File: src/rtl/if_else_seg_pipe_pkg.sv
// Shared definitions for the if/else segment pipeline: condition-mode
// encoding and the lane slicing helper used to unpack lane operands.
package if_else_seg_pipe_pkg;

  // Condition source selection, sampled together with each beat.
  typedef enum logic {
    COND_PER_LANE = 1'b0,
    COND_GLOBAL   = 1'b1
  } cond_mode_e;

  // Low bit index of lane `lane` inside a packed bus of `width`-bit lanes.
  function automatic int lane_lo(input int lane, input int width);
    return lane * width;
  endfunction

endpackage

File: src/rtl/if_else_lane_calc.sv
// Single-lane combine: forms the if-branch (a+b) and else-branch (a-b)
// values and selects one with the lane condition. Purely combinational.
module if_else_lane_calc #(
  parameter int W = 32
) (
  input  logic [W-1:0] a,
  input  logic [W-1:0] b,
  input  logic         c,
  output logic [W-1:0] result
);

  logic [W-1:0] if_val;
  logic [W-1:0] else_val;

  // Both branch values wrap modulo 2^W; carry/borrow are dropped on purpose.
  always_comb begin
    // NOTE: every always_comb output gets a value on every path so no latch is inferred.
    if_val   = a + b;
    else_val = a - b;
    result   = c ? if_val : else_val;
  end

endmodule

File: src/rtl/if_else_seg_pipe.sv
// Two-stage valid/ready pipeline that processes LANES if/else segments per
// beat. S1 captures the beat; S2 holds the selected per-lane result.
module if_else_seg_pipe
  import if_else_seg_pipe_pkg::*;
#(
  parameter int W      = 32,
  parameter int LANES  = 4,
  parameter int COND_W = 32
) (
  input  logic                clk,
  input  logic                reset,
  input  logic                in_valid,
  output logic                in_ready,
  input  logic [COND_W-1:0]   input_bit,
  input  logic                cond_mode,
  input  logic [LANES*W-1:0]  array_ref_wire,
  input  logic [LANES*W-1:0]  array_ref_m_wire,
  output logic                out_valid,
  input  logic                out_ready,
  output logic [LANES*W-1:0]  segment_combine,
  output logic [LANES-1:0]    cond_taken
);

  // Stage 1: raw beat as accepted.
  logic               s1_valid;
  logic [LANES*W-1:0] s1_a;
  logic [LANES*W-1:0] s1_b;
  logic [COND_W-1:0]  s1_input_bit;
  logic               s1_mode;

  // Stage 2: selected results, drives the outputs directly.
  logic               s2_valid;
  logic [LANES*W-1:0] s2_data;
  logic [LANES-1:0]   s2_taken;

  logic               s2_load;
  logic [LANES-1:0]   s1_cond;
  logic [LANES*W-1:0] s1_result;

  // S2 takes a new beat when empty or when its beat leaves this cycle;
  // S1 moves forward under exactly the same condition.
  always_comb begin
    s2_load  = !s2_valid || out_ready;
    in_ready = !s1_valid || s2_load;
  end

  // Per-lane condition from the captured condition word and mode.
  always_comb begin
    s1_cond = '0;
    if (cond_mode_e'(s1_mode) == COND_GLOBAL) begin
      s1_cond = {LANES{|s1_input_bit}};
    end else begin
      s1_cond = s1_input_bit[LANES-1:0];
    end
  end

  // One combine unit per lane between S1 and S2.
  for (genvar i = 0; i < LANES; i++) begin : g_lane
    if_else_lane_calc #(.W(W)) u_calc (
      .a      (s1_a[lane_lo(i, W) +: W]),
      .b      (s1_b[lane_lo(i, W) +: W]),
      .c      (s1_cond[i]),
      .result (s1_result[lane_lo(i, W) +: W])
    );
  end

  // Pipeline registers with synchronous reset; reset drops in-flight beats.
  always_ff @(posedge clk) begin
    // NOTE: state uses non-blocking assignments so all stages update from pre-edge values.
    if (reset) begin
      s1_valid     <= 1'b0;
      s1_a         <= '0;
      s1_b         <= '0;
      s1_input_bit <= '0;
      s1_mode      <= 1'b0;
      s2_valid     <= 1'b0;
      s2_data      <= '0;
      s2_taken     <= '0;
    end else begin
      if (s2_load) begin
        s2_valid <= s1_valid;
        if (s1_valid) begin
          s2_data  <= s1_result;
          s2_taken <= s1_cond;
        end
      end
      if (in_ready) begin
        s1_valid <= in_valid;
        if (in_valid) begin
          s1_a         <= array_ref_wire;
          s1_b         <= array_ref_m_wire;
          s1_input_bit <= input_bit;
          s1_mode      <= cond_mode;
        end
      end
    end
  end

  assign out_valid       = s2_valid;
  assign segment_combine = s2_data;
  assign cond_taken      = s2_taken;

endmodule

File: config.mk
export PLATFORM = sky130hd
export DESIGN_NAME = if_else_seg_pipe
export DESIGN_NICKNAME = d
export VERILOG_FILES = /design/src/rtl/if_else_seg_pipe_pkg.sv /design/src/rtl/if_else_lane_calc.sv /design/src/rtl/if_else_seg_pipe.sv
export SDC_FILE = /design/constraint.sdc
export NUM_CORES = 1
export LEC_CHECK = 0
export BUFFER_PORTS_ARGS = -buffer_cell sky130_fd_sc_hd__buf_4
export CELL_PAD_IN_SITES_DETAIL_PLACEMENT = 2
export CELL_PAD_IN_SITES_GLOBAL_PLACEMENT = 2
export CORE_MARGIN = 10
export CORE_UTILIZATION = 30
export DETAILED_ROUTE_END_ITERATION = 10
export GPL_TIMING_DRIVEN = 0
export PLACE_DENSITY_LB_ADDON = 0.1
export SETUP_SLACK_MARGIN = 0.1
export SYNTH_ARGS = -nofsm -noshare
export SYNTH_HDL_FRONTEND = slang
export SYNTH_HIERARCHICAL = 1
export SYNTH_SLANG_ARGS = --single-unit
File: constraint.sdc
create_clock -name clk -period 7.6 [get_ports clk]
set_input_delay 1.52 -clock clk [delete_from_list [all_inputs] [get_ports clk]]
set_output_delay 1.52 -clock clk [all_outputs]
set_load 0.05 [all_outputs]
==> results of run 1 <==
[critical path: stages, from the launching register on]
cell and delay [ps]:
dfxtp_1 450, nor4b_1 320, nand4_1 240, nor3_1 470, nor2_1 210, clkbuf_1 240
clkbuf_1 320, mux2_2 400, fa_1 440, a21o_1 200, a221oi_1 570, o21a_1 260
o21ai_0 290, o21ai_1 460, nor2_1 100, a311oi_1 270, nand2_1 90, a21oi_1 130
[how the worst max path moves through the flow]
| stage | startpoint | to | slack [ps] | cells past startpoint |
|---|---|---|---|---|
| floorplan | s1_mode | segment_combine[62] | 3620 | 17 |
| global placement | s1_input_bit[15] | segment_combine[62] | 2220 | 17 |
| detailed placement | s1_mode | segment_combine[92] | 2130 | 17 |
| CTS | s1_mode | segment_combine[62] | 2040 | 17 |
| global route | s1_mode | segment_combine[94] | 1430 | 17 |
| finish | s1_mode | segment_combine[62] | 2050 | 17 |
[state kept, by name (all words and copies together) (netlist names)]
signal	count
s1_a	128
s1_b	128
cond_taken	4
s1_input_bit	32
s1_mode	1
s1_valid	1
segment_combine	128
out_valid	1
[cell type report]
| class | count | share of cell area (%) |
|---|---|---|
| antenna | 4 | 0.0323 |
| buffer | 171 | 2.67 |
| clock buffer | 75 | 5.10 |
| clock inverter | 20 | 1.01 |
| inverter | 59 | 0.714 |
| multi-input combinational | 2622 | 48.6 |
| sequential | 423 | 27.3 |
| tap | 1060 | 4.28 |
| timing repair buffer | 425 | 10.3 |
[placed cells by master (no fill, tap or decap), drive strengths merged, types with 11 or more instances in the layout]
cell type / count
nand2: 932
a21oi: 591
buf: 505
dfxtp: 423
nor2: 175
clkbuf: 166
ha: 156
xor2: 132
xnor2: 101
o21ai: 82
inv: 61
a21o: 42
nor3: 41
a31oi: 31
nand3: 28
o21bai: 28
nor4: 21
a211oi: 20
and3: 19
nand4: 18
o21a: 16
a41oi: 14
and2: 13
o41ai: 11
or4: 11
[report_power, final]
| group | switching, W | internal (W) |
|---|---|---|
| Clock | 0.00107 | 0.00171 |
| Sequential | 0.000137 | 0.00238 |
| Combinational | 0.00164 | 0.000934 |
[metrics by stage]
step	util, %	std cells
2_1_floorplan	-	3275
3_3_place_gp	35.9	4760
3_5_place_dp	35.9	4760
4_1_cts	38.3	4855
5_1_grt	38.3	4857
6_report	38.3	4859
[cell families (layout without fill, tap and decap cells)]
group,after synthesis,in the layout,synth area share [%]
buf+inv,230,750,4.27
simple gates,1305,1305,22.5
xor+xnor,233,233,8.36
other cells,0,4,0
flops,423,423,34.5
compound gates,912,912,21.7
mux,12,12,0.509
fa+ha+maj,160,160,8.27
[routing by layer]
| metal | GRT usage (%) | vias to the layer above | routed length, um |
|---|---|---|---|
| met4 | 5.79 | 22 | 2730 |
| met3 | 4.82 | 135 | 5540 |
| met2 | 38.6 | 452 | 52100 |
| li1 | - | 12200 | - |
| met5 | 0 | - | 133 |
| met1 | 27.1 | 12100 | 47500 |
==> impl_metrics.tcl, run 1 <==
set metrics [dict create \
    multiInputGateArea_um2 15100 \
    total_power_w 0.00786 \
    synthFlopType "dfxtp_1" \
    numPortBuffers 425 \
    die_area_um2 93800 \
    synth-edff-count 0 \
    yosys.area.top_type "dfxtp_1" \
    cp.required_ps 8120 \
    die_h_um 306 \
    fmax_mhz 180 \
    async_flop_share_pct 0 \
    ys_types 86 \
    grt.overflow.total 0 \
    cp.arrival_ps 6080 \
    antenna_left 0 \
    finalInstanceArea_um2 31000 \
    drc 0 \
    cts_hold_buffers 0 \
    maxCapViolCount 0 \
    start_util_pct 30.4 \
    register_area_um2 8470 \
    clockBufferDepth 3 \
    r2r-start "s1_mode" \
    fin_crit_ps 5550 \
    grt_usage_pct 22.1 \
    worst-r2r-setup-slack_ps 2050 \
    via_count 24900 \
    cts_tree "built" \
    min_to "segment_combine[95]" \
    drtIter0Drc 1010 \
    cp_max_fo 10 \
    coreArea_um2 80900 \
    rows 104 \
    hold_slack_ps 460 \
    wl_mm 108 \
    powerDensity_nw_per_um2 254 \
    worst_pin_slew_ps 1370 \
    synth-seq-cells 423 \
    worstHoldStart "segment_combine[95]" \
    seq_area_frac_synth_pct 34.5 \
    status "complete, no violations" \
    synth.top_cell.area_share_pct 34.5 \
    yosys-top-cells-area "dfxtp_1, nand2_1, a21oi_1" \
    final-hold-violation-count 0 \
    root_buffer "clkbuf_16" \
    grt_max_degree 14 \
    hp-class "reg2reg" \
    worst_clock_skew_ps 25.6 \
    die_x_um 306 \
    p_leak_nw 13.4 \
    insertion_delay_ps 610 \
    drive_gt1_share_pct 16.9 \
    hpwl_mm 88.1 \
    r2r_end "segment_combine[62]" \
    ios 427 \
    timing.final.crit_share_pct 73.1 \
    ys_top_cells_by_count "nand2_1, a21oi_1, dfxtp_1" \
    drv_slew 0 \
    relSlewSlack_pct 8.67 \
    clock-sinks 423 \
    rsz0062_at_grt "no" \
    via_per_inst 5.13 \
    worstRegToRegCells 17 \
    grt_pass1_vias 27600 \
    cts_buffers 53 \
    crit_path_end_kind "flip-flop" \
    place.gp.congestion 0.858 \
    post-place-ws_ps 2130 \
    path_clk_slew_ps 60 \
    cts-htree-levels 2 \
    nNetsFinal 4208 \
    postCtsSetupRepairBufs 0 \
    synth_most_common_cell "nand2_1" \
    netlist_instances 3275 \
    worstSetupPathType "reg2reg" \
    syn-num-nets 3728 \
    avgSynthCellArea_um2 7.51 \
    cts_repair_resize_count 0 \
    area_delta_synth_final_pct 26.1 \
    fillCellCount 9432 \
    ys_warn_count 6 \
    first_pass_iters 5 \
    worst_slack_ps 2050 \
    holdPathStages 2 \
    drt-wirelength-per-cell_um 22.2 \
    grt_pass1_wl_mm 164 \
    fin_tns_setup_ps 0 \
    place_area_um2 29100 \
    syn-cell-area_um2 24600 \
    finalSetupViolCount 0 \
    antenna_found_initial 19 \
    max-vdd-ir-drop_uv 172 \
    crit_path_start_kind "flip-flop" \
]
Power figures use the tool's default switching activity.
==> run 2, diff against run 1 <==
- clock period: 7.6 -> 5.4 ns (I/O delays scaled with it)
==> impl_metrics.tcl, run 2 (synthesized netlist as in run 1, its figures left out) <==
set metrics [dict create \
    status "complete, no violations" \
    cp.arrival_ps 5500 \
    clock-sinks 423 \
    cts_hold_buffers 0 \
    final_cells 4866 \
    maxCapViolCount 0 \
    drt-wirelength-per-cell_um 22.2 \
    area_delta_synth_final_pct 26.5 \
    cp.required_ps 5930 \
    worstRegToRegCells 16 \
    final-hold-violation-count 0 \
    finalInstanceArea_um2 31100 \
    worst_clock_skew_ps 27.1 \
    crit_slowest_cell "clkbuf_1" \
    p_leak_nw 13.4 \
    powerDensity_nw_per_um2 357 \
    place.gp.congestion 0.858 \
    grt_usage_pct 22.1 \
    clockBufferDepth 3 \
    cts_tree "built" \
    most-common-layout-cells "nand2_1, a21oi_1, buf_4, dfxtp_1, nor2_1" \
    path_cells "nor4b_1 -> nand4_1 -> nor3_4 -> nor2_1 -> clkbuf_1 -> mux2_2 -> fa_1 -> a21o_1 -> a31o_2 -> a21o_1 -> a311oi_1 -> o21ai_1 -> a41oi_1 -> xnor2_1 -> nand2_1 -> a21oi_1" \
    met2_usage_pct 38.6 \
    antenna_found_initial 19 \
    cts_buffers 53 \
    fin_crit_ps 4970 \
    grt.overflow.total 0 \
    critPathTopFamily "compound AO/OA/AOI/OAI gates" \
    via_count 25000 \
    timing.final.crit_share_pct 92.0 \
    rsz0062_at_grt "no" \
    die_area_um2 93800 \
    final_common_cell "nand2_1" \
    insertion_delay_ps 610 \
    utilization_pct 38.4 \
    cpMostUsedCell "a21o_1" \
    start_util_pct 30.4 \
    wl_mm 108 \
    finalSetupViolCount 0 \
    antenna_left 0 \
    grt_pass1_vias 27600 \
    numPortBuffers 425 \
    hpwl_mm 88.1 \
    ios 427 \
    relSlewSlack_pct 9.61 \
    max-vdd-ir-drop_uv 240 \
    drtIter0Drc 1059 \
    nNetsFinal 4213 \
    root_buffer "clkbuf_16" \
    crit_cells 16 \
    die_h_um 306 \
    cts-htree-levels 2 \
    crit_path_start_kind "flip-flop" \
    fmax_mhz 201 \
    grt_busiest_layer "met2" \
    drv_slew 0 \
    cp_max_fo 10 \
    dp_cells 4760 \
    rows 104 \
    grt_pass1_wl_mm 164 \
    worstSetupPathType "reg2reg" \
    hp-class "reg2reg" \
    first_pass_iters 5 \
    drc 0 \
    critPathBufInv 1 \
    critical-path-max-stage-delay_ps 610 \
    drive_gt1_share_pct 17.3 \
    grt_util_met3_pct 4.82 \
    holdPathStages 2 \
    worst_pin_slew_ps 1360 \
    grtUsageMet1_pct 27.1 \
    place_area_um2 29100 \
    crit_path_end_kind "flip-flop" \
    path_clk_slew_ps 60 \
    via_per_inst 5.14 \
    die_x_um 306 \
    grt_max_degree 14 \
    coreArea_um2 80900 \
]
## run 2: changes by cell type in the layout (fill, tap and decap cells not counted), moves of 2 or more
| cell | delta |
|---|---|
| clkbuf_1 | -3 |
| a221oi_2 | +2 |
| a221oi_1 | -2 |
| buf_4 | +5 |
| diode_2 | +2 |
| clkbuf_2 | +3 |
| o21ai_2 | +2 |
## run 2: power by group
part | switching, W | internal, W
combinational | 0.00231 | 0.00132
sequential | 0.000194 | 0.00335
clock | 0.00150 | 0.00241
total | 0.00401 | 0.00708
## run 2: worst paths after layout
kind                         endpoint                start  slack [ps]
setup / recovery  segment_combine[26]              s1_mode         430
hold / removal    segment_combine[95]  segment_combine[95]         460
setup reg to reg  segment_combine[26]              s1_mode         430
hold reg to reg   segment_combine[95]  segment_combine[95]         460
## run 2: cell type report
class                   instances  area (um2)
well taps                    1060        1330
fillers                      9423       49800
diodes                          6        15.0
flip-flops and latches        423        8470
inverters                      59         221
plain buffers                 171         832
clock buffers                  75        1580
multi-input cells            2622       15100
repair buffers                430        3230
clock inverters                20         313
## run 2: metal layers
| layer | up-vias | share of wire (%) |
|---|---|---|
| met1 | 12200 | 44 |
| met2 | 452 | 48 |
| met4 | 22 | 2.5 |
| met3 | 134 | 5.1 |
| met5 | - | 0.13 |
| li1 | 12200 | - |
## run 2: stage by stage
| stage | TNS, ps | hold slack [ps] | total power [W] | setup WS [ps] |
|---|---|---|---|---|
| finish | 0 | 460 | 0.0111 | 430 |
| global route | 0 | 487 | 0.0117 | 112 |
| CTS | 0 | 460 | 0.0112 | 111 |
| detailed placement | -268 | 451 | 0.00723 | -72.0 |
| global placement | 0 | 442 | 0.00712 | 24.8 |
| floorplan | 0 | 436 | 0.00599 | 1420 |
## run 2: tightest hold or removal path, delay by kind of cell (launching register included)
kind,cells,cell delay (ps)
simple gates,1,50
compound gates,1,50
flops,1,310
## run 2: repair_timing
item | 4_1_cts | 5_1_grt
endpoints found under the setup margin | 8 | 35
pin swaps | 0 | 3
resized for setup | 3 | 13
buffers inserted | 0 | 5
endpoints found under the hold margin | 0 | 0
==> run 3, diff against run 2 <==
- SLEW_MARGIN: not set -> 5
- clock period: 5.4 -> 4.74 ns (I/O delays scaled with it)
==> impl_metrics.tcl, run 3 (synthesized netlist as in run 1, its figures left out) <==
set metrics [dict create \
    status "complete, no violations" \
    grt_pass1_vias 27700 \
    relSlewSlack_pct 37.2 \
    drv_slew 0 \
    fmax_mhz 227 \
    crit_path_start_kind "flip-flop" \
    grt_max_degree 14 \
    total_power_w 0.0127 \
    intPower_w 0.00806 \
    cts-htree-levels 2 \
    via_count 25200 \
    final_common_cell "nand2_1" \
    finalSetupViolCount 0 \
    critPathTopFamily "compound AO/OA/AOI/OAI gates" \
    coreArea_um2 80900 \
    path_clk_slew_ps 60 \
    seqPwrFrac_pct 31.9 \
    top_layer "met5" \
    final-hold-violation-count 0 \
    cts_tree "built" \
    clkPwrFrac_pct 34.5 \
    comb_power_share_pct 33.6 \
    critical-path-max-stage-delay_ps 430 \
    drt-wirelength-per-cell_um 22.3 \
    area_delta_synth_final_pct 28.2 \
    final_cells 4881 \
    clockBufferDepth 3 \
    antenna_found_initial 18 \
    hp-class "reg2reg" \
    path_cells "nor4b_2 -> nand4_1 -> nor3_4 -> nor2_1 -> buf_2 -> mux2_2 -> fa_1 -> a21o_1 -> a31o_2 -> a21o_1 -> a311oi_4 -> o21ai_2 -> a41oi_1 -> xnor2_1 -> nand2_1 -> a21oi_1" \
    die_x_um 306 \
    drive_gt1_share_pct 19.0 \
    insertion_delay_ps 620 \
    worstSetupPathType "reg2reg" \
    fin_tns_setup_ps 0 \
    crit_path_end_kind "flip-flop" \
    die_area_um2 93800 \
    worst_pin_slew_ps 942 \
    grt_pass1_wl_mm 165 \
    ios 427 \
    place.gp.congestion 0.858 \
    crit_slowest_cell "nor2_1" \
    p_leak_nw 13.6 \
    critPathBufInv 1 \
    switching_share_pct 36.4 \
    wl_mm 109 \
    p_sw_w 0.00461 \
    cp.arrival_ps 4950 \
    fin_crit_ps 4410 \
    rows 104 \
    most-common-layout-cells "nand2_1, a21oi_1, buf_4, dfxtp_1, nor2_1" \
    first_pass_iters 5 \
    fillCellCount 9368 \
    max-vdd-ir-drop_uv 284 \
    grt.overflow.total 0 \
    hpwl_mm 88.3 \
    via_per_inst 5.15 \
    powerDensity_nw_per_um2 402 \
    start_util_pct 30.4 \
    wl_met2_mm 53.0 \
    cts_hold_buffers 0 \
    nNetsFinal 4224 \
    cp.required_ps 5270 \
    cts_buffers 53 \
    maxCapViolCount 0 \
    worst_clock_skew_ps 21.9 \
    drtIter0Drc 1052 \
    timing.final.crit_share_pct 93.1 \
    worst-r2r-setup-slack_ps 330 \
    drc 0 \
    die_h_um 306 \
    clock-sinks 423 \
    cpMostUsedCell "a21o_1" \
    grt_usage_pct 22.3 \
    numPortBuffers 425 \
    antenna_left 0 \
    met1_length_mm 47.6 \
    register_area_um2 8470 \
    root_buffer "clkbuf_16" \
    dp_cells 4761 \
    multiInputGateArea_um2 15400 \
    wl_met3_mm 5.29 \
    cp_max_fo 10 \
    rsz0062_at_grt "yes" \
]
==> run 3: worst min-delay path: cells and delay by family (launching register included) <==
| kind | cells | cell delay (ps) |
|---|---|---|
| simple gates | 1 | 50 |
| compound gates | 1 | 50 |
| flops | 1 | 310 |
==> run 3: final cells by class <==
class | count | area share [%]
multi-input combinational | 2622 | 48.9
tap | 1060 | 4.21
buffer | 167 | 2.65
sequential | 423 | 26.9
inverter | 59 | 0.718
clock buffer | 82 | 5.16
timing repair buffer | 445 | 10.6
clock inverter | 18 | 0.798
antenna | 5 | 0.0397
==> run 3: final timing paths <==
kind,cells after the start,start,endpoint
worst max-delay path,16,s1_mode,segment_combine[26]
worst min-delay path,2,segment_combine[95],segment_combine[95]
worst max register to register,16,s1_mode,segment_combine[26]
worst min register to register,2,segment_combine[95],segment_combine[95]
==> run 3: power by group through the flow <==
stage / Clock [W] / Combinational [W] / Sequential (W)
global route: 0.00462 / 0.00469 / 0.00408
finish: 0.00437 / 0.00425 / 0.00404
detailed placement: 0 / 0.00412 / 0.00411
CTS: 0.00449 / 0.00420 / 0.00404
global placement: 0 / 0.00401 / 0.00410
floorplan: 0 / 0.00237 / 0.00445
==> run 3: per-layer routing <==
layer,up-vias,track usage [%]
li1,12200,-
met1,12300,27.2
met5,-,0
met2,431,39.0
met3,141,4.58
met4,18,6.16
==> run 3: through the flow <==
step	hold slack [ps]	setup WS (ps)	area, um2	util (%)
after floorplan	436	756	24600	-
after global placement	442	-635	29100	35.9
after detailed placement	451	-742	29100	36.0
after CTS	459	109	31200	38.5
after global routing	482	31.8	31500	38.9
final	459	327	31500	38.9
==> run 3: timing repair <==
| item | in CTS | in global routing |
|---|---|---|
| gates resized for setup | 32 | 68 |
| setup endpoints to repair | 74 | 60 |
| pin swaps | 7 | 11 |
| buffers inserted | 7 | 12 |
